## src/rtl/sd_fifo_byte_reader.sv

```systemverilog
// sd_fifo_byte_reader: prefetching drain of the SD data FIFO into a byte stream.
// Optional SD_RD_MSB_FIRST_EN selects big-endian lane order within each word.
module sd_fifo_byte_reader #(
  parameter int WIDTH     = 32,
  parameter int BLK_BYTES = 512
) (
  input  logic             clk,
  input  logic             rst_n,
  input  logic             fifo_empty,
  output logic             fifo_rd_en,
  input  logic [WIDTH-1:0] fifo_dout,
  input  logic             flush,
  output logic             m_valid,
  input  logic             m_ready,
  output logic [7:0]       m_data,
  output logic             m_last
);

  localparam int NB = WIDTH / 8;
  localparam int LW = (NB > 1) ? $clog2(NB) : 1;
  localparam int BW = (BLK_BYTES > 1) ? $clog2(BLK_BYTES) : 1;
  localparam logic [LW-1:0] LANE_MAX = LW'(NB - 1);
  localparam logic [BW-1:0] BCNT_MAX = BW'(BLK_BYTES - 1);

  logic             run;
  logic [1:0]       occ;
  logic             inflight;
  logic [LW-1:0]    lane;
  logic [BW-1:0]    bcnt;
  logic [WIDTH-1:0] head;
  logic [WIDTH-1:0] tail;

  logic             hs;
  logic             pop;
  logic [1:0]       occ_keep;
  logic [1:0]       occ_nxt;

  assign m_valid  = (occ != 2'd0);
  assign hs       = m_valid & m_ready;
  assign pop      = hs & (lane == LANE_MAX);
  assign occ_keep = occ - {1'b0, pop};
  assign occ_nxt  = occ_keep + {1'b0, inflight};
  assign m_last   = m_valid & (bcnt == BCNT_MAX);

  // A slot freed by this cycle's pop can be refilled by a read issued now.
  assign fifo_rd_en = run & ~flush & ~fifo_empty & (occ_nxt < 2'd2);

  // Select the byte at the current lane of the head word.
  always_comb begin
    m_data = head[7:0];
    for (int i = 0; i < NB; i++) begin
      if (lane == LW'(i)) begin
`ifdef SD_RD_MSB_FIRST_EN
        m_data = head[(NB-1-i)*8 +: 8];
`else
        m_data = head[i*8 +: 8];
`endif
      end
    end
  end

  // Control state: occupancy, read-in-flight, lane and block counters.
  always_ff @(posedge clk or negedge rst_n) begin
    if (!rst_n) begin
      run      <= 1'b0;
      occ      <= 2'd0;
      inflight <= 1'b0;
      lane     <= '0;
      bcnt     <= '0;
    end else begin
      run <= 1'b1;
      if (flush) begin
        occ      <= 2'd0;
        inflight <= 1'b0;
        lane     <= '0;
        bcnt     <= '0;
      end else begin
        occ      <= occ_nxt;
        inflight <= fifo_rd_en;
        if (hs) begin
          lane <= pop ? '0 : lane + 1'b1;
          bcnt <= (bcnt == BCNT_MAX) ? '0 : bcnt + 1'b1;
        end
      end
    end
  end

  // Two-entry word buffer; capture goes to the first slot free after a pop.
  always_ff @(posedge clk or negedge rst_n) begin
    if (!rst_n) begin
      head <= '0;
      tail <= '0;
    end else if (!flush) begin
      if (pop)
        head <= tail;
      if (inflight) begin
        if (occ_keep == 2'd0)
          head <= fifo_dout;
        else
          tail <= fifo_dout;
      end
    end
  end

endmodule

```

## config.mk

```make
export PLATFORM = sky130hd
export DESIGN_NAME = sd_fifo_byte_reader
export DESIGN_NICKNAME = d
export VERILOG_FILES = /design/src/rtl/sd_fifo_byte_reader.sv
export SDC_FILE = /design/constraint.sdc
export NUM_CORES = 1
export LEC_CHECK = 0
export ABC_AREA = 1
export ABC_CLOCK_PERIOD_IN_PS = 3100
export CELL_PAD_IN_SITES_DETAIL_PLACEMENT = 0
export CELL_PAD_IN_SITES_GLOBAL_PLACEMENT = 2
export CORE_MARGIN = 10
export CORE_UTILIZATION = 35
export DETAILED_ROUTE_END_ITERATION = 10
export PLACE_DENSITY_LB_ADDON = 0.3
export SLEW_MARGIN = 40
export SYNTH_ARGS = -nofsm -noshare
export SYNTH_HDL_FRONTEND = slang
export SYNTH_SLANG_ARGS = --single-unit
export TNS_END_PERCENT = 20
```

## constraint.sdc

```tcl
create_clock -name clk -period 3.1 [get_ports clk]
set_input_delay 0.31 -clock clk [delete_from_list [all_inputs] [get_ports clk]]
set_output_delay 0.31 -clock clk [all_outputs]
set_load 0.01 [all_outputs]
```

==> flow_summary.ini <==
[synthesis]
synth_seq_cells = 79
synth_nets = 638
synth.yosys.seq_area_share = 0.450
syn_area_per_cell_um2 = 7.39
netlist_instances = 595
yosys_warnings = 0
synth_cell_types = 30
synth_area_mm2 = 0.00439

[clock_tree]
cts-root-buf = clkbuf_16
tritoncts = done
cts-buffers-inserted = 9
cts_max_level = 3
clk_pin_slew_ps = 60
clk_latency_ps = 340
postCtsSetupRepairBufs = 0
hold_buffers = 0
clockBufferDepth = 2
cts_resized = 0
clock_sinks = 79

[power_and_ir_drop]
irDropWorstVdd_mv = 0.222
p_per_area_mw_per_mm2 = 544
p_leak_nw = 2.55

[worst_setup_path]
crit_arrival_ps = 2530
cp.required_ps = 2790
cp_max_fo = 8
critical_path_class = reg2out
crit_slowest_cell = clkdlybuf4s50_1
crit_family = buffers and inverters
cp_num_buf_inv = 2
setup.worst_path.start_class = flip-flop
crit_chain = inv_1 > ha_1 > mux2i_1 > or2_2 > a21oi_1 > clkdlybuf4s50_1
r2r_slack_ps = 760
critPathCaptureType = output port
max_stage_delay_ps = 570

[placed_design]
dp.cells = 783
detailed_place_hpwl_um = 7490
place.gp.congestion = 0.752
portBuffers = 47

[floorplanning]
rows = 40
die_y_um = 132
core_area_mm2 = 0.0122
io_pins = 48
initial_core_util = 0.361
dieArea_mm2 = 0.0174
fp.dieW_um = 132

[routing]
met3_wirelength_um = 432
vias = 3866
drc_errors = 0
wire_per_inst_um = 15.1
wl_met1_um = 5770
drt-initial-drc-count = 276
wl_um = 12100
ant_nets = 0
firstDrtPassIters = 4
highest_layer = met4
vias_per_cell = 4.84
route.met2.wl_um = 5800

[timing]
fin_skew_ps = 5.73
final.setup.tns_ps = 0
fin_crit_ps = 2840
worst_slew_pin_slew_ps = 713
slew_viol_final = 0
hold_viol_final = 0
fmax_mhz = 353
slew_headroom = 0.525
rsz0062_at_grt = no
finalCritPeriodShare = 0.915
setup_violations = 0

[flow_run]
drv_cap = 0

[worst_hold_path]
hold_class = in2async

[grt]
grt_start_max_net_pins = 80
overflow = 0
grt_pass1_vias = 4058
grt.total_usage = 0.144
grt_pass1_wl_um = 20800
antenna_found_initial = 0

[layout]
syn_to_final_growth_pct = 19.2
diodes = 0
stdcell_count = 799
nets = 669
utilization = 0.431
post_route_cells_drive_above_1_share = 0.0634

[status]
status = completed
==> cell usage in the layout, fill, tap and decap left out, drive strengths merged <==
cell           instances
nand2                183
inv                   83
dfrtp                 79
o21ai                 73
clkdlybuf4s50         46
nand3                 39
nand4                 36
a21oi                 18
nor2                  17
clkbuf                13
mux2i                  8
buf                    8
or2                    8
ha                     6
clkinv                 5
and3                   2
o21a                   2
xor2                   1
a31oi                  1
a22o                   1
o31ai                  1
conb                   1
==> cells by family (layout without fill, tap and decap cells) <==
kind of cell	Yosys count	count (layout)	share of synthesized area
AND/OR/NAND/NOR	285	285	0.288
buffers and inverters	119	155	0.112
other	1	1	0.000853
XOR/XNOR	1	1	0.00199
flip-flops	79	79	0.450
adder cells (fa/ha/maj)	6	6	0.0171
AO/OA/AOI/OAI	96	96	0.112
multiplexers	8	8	0.0182
==> Yosys cell counts <==
cell type,count,share of area
a21oi_1,18,0.021
a22o_1,1,0.0020
a31oi_1,1,0.0014
and3_1,2,0.0028
buf_1,4,0.0034
buf_2,13,0.015
buf_6,4,0.010
clkbuf_1,14,0.012
clkinv_1,1,0.00085
conb_1,1,0.00085
dfrtp_1,79,0.45
ha_1,6,0.017
inv_1,79,0.067
inv_2,4,0.0034
mux2i_1,8,0.018
nand2_1,180,0.15
nand2_2,2,0.0028
nand2_4,1,0.0026
nand3_1,37,0.042
nand3_2,1,0.0023
nand3_4,1,0.0040
nand4_1,36,0.051
nor2_1,17,0.015
o21a_1,2,0.0034
o21ai_0,41,0.047
o21ai_1,32,0.036
o31ai_1,1,0.0017
or2_1,1,0.0014
or2_2,7,0.010
xor2_1,1,0.0020
==> area by class of cell <==
class                      count  area (um^2)
fill                        1288         6920
sequential                    79         1980
multi-input combinational    397         1920
timing repair buffer          55          534
inverter                      84          315
clock buffer                  12          256
tap                          168          210
clock inverter                 4         20.0
==> final timing paths <==
path | to | cells after the start | from
min reg2reg | tail[24]$_DFFE_PN0P_ | 2 | tail[24]$_DFFE_PN0P_
max reg2reg | tail[10]$_DFFE_PN0P_ | 9 | lane[1]$_DFFE_PN0P_
max | m_data[6] | 6 | lane[1]$_DFFE_PN0P_
min | tail[6]$_DFFE_PN0P_ | 1 | rst_n
max in group asynchronous | tail[21]$_DFFE_PN0P_ | 1 | rst_n
min in group clk | tail[24]$_DFFE_PN0P_ | 2 | tail[24]$_DFFE_PN0P_
==> registers in the layout, indices dropped and copies added, names as in the netlist <==
register	count
head	32
occ	2
bcnt	9
lane	2
inflight	1
run	1
tail	32
==> routing by layer <==
metal  up-vias  global-route usage
met5         -                   0
met4         0              0.0525
met3         7              0.0236
met2        77               0.230
met1      1809               0.191
li1       1973                   -
==> report_power, final <==
part           internal [mW]  switching (mW)
Sequential              1.19           0.117
Clock                  0.581           0.427
Combinational          0.250           0.285
==> metrics by stage <==
| step | hold WS [ps] | area [um^2] | total power, mW | setup slack (ps) |
|---|---|---|---|---|
| after floorplan | 14.4 | 4390 | 1.64 | 1120 |
| after global placement | 463 | 4950 | 1.85 | 592 |
| after detailed placement | 427 | 4960 | 1.87 | 534 |
| after CTS | 54.7 | 5240 | 2.90 | 218 |
| after global routing | 64.5 | 5240 | 3.05 | 143 |
| final | 2.77 | 5240 | 2.85 | 265 |
(Power assumes the default switching activity.)
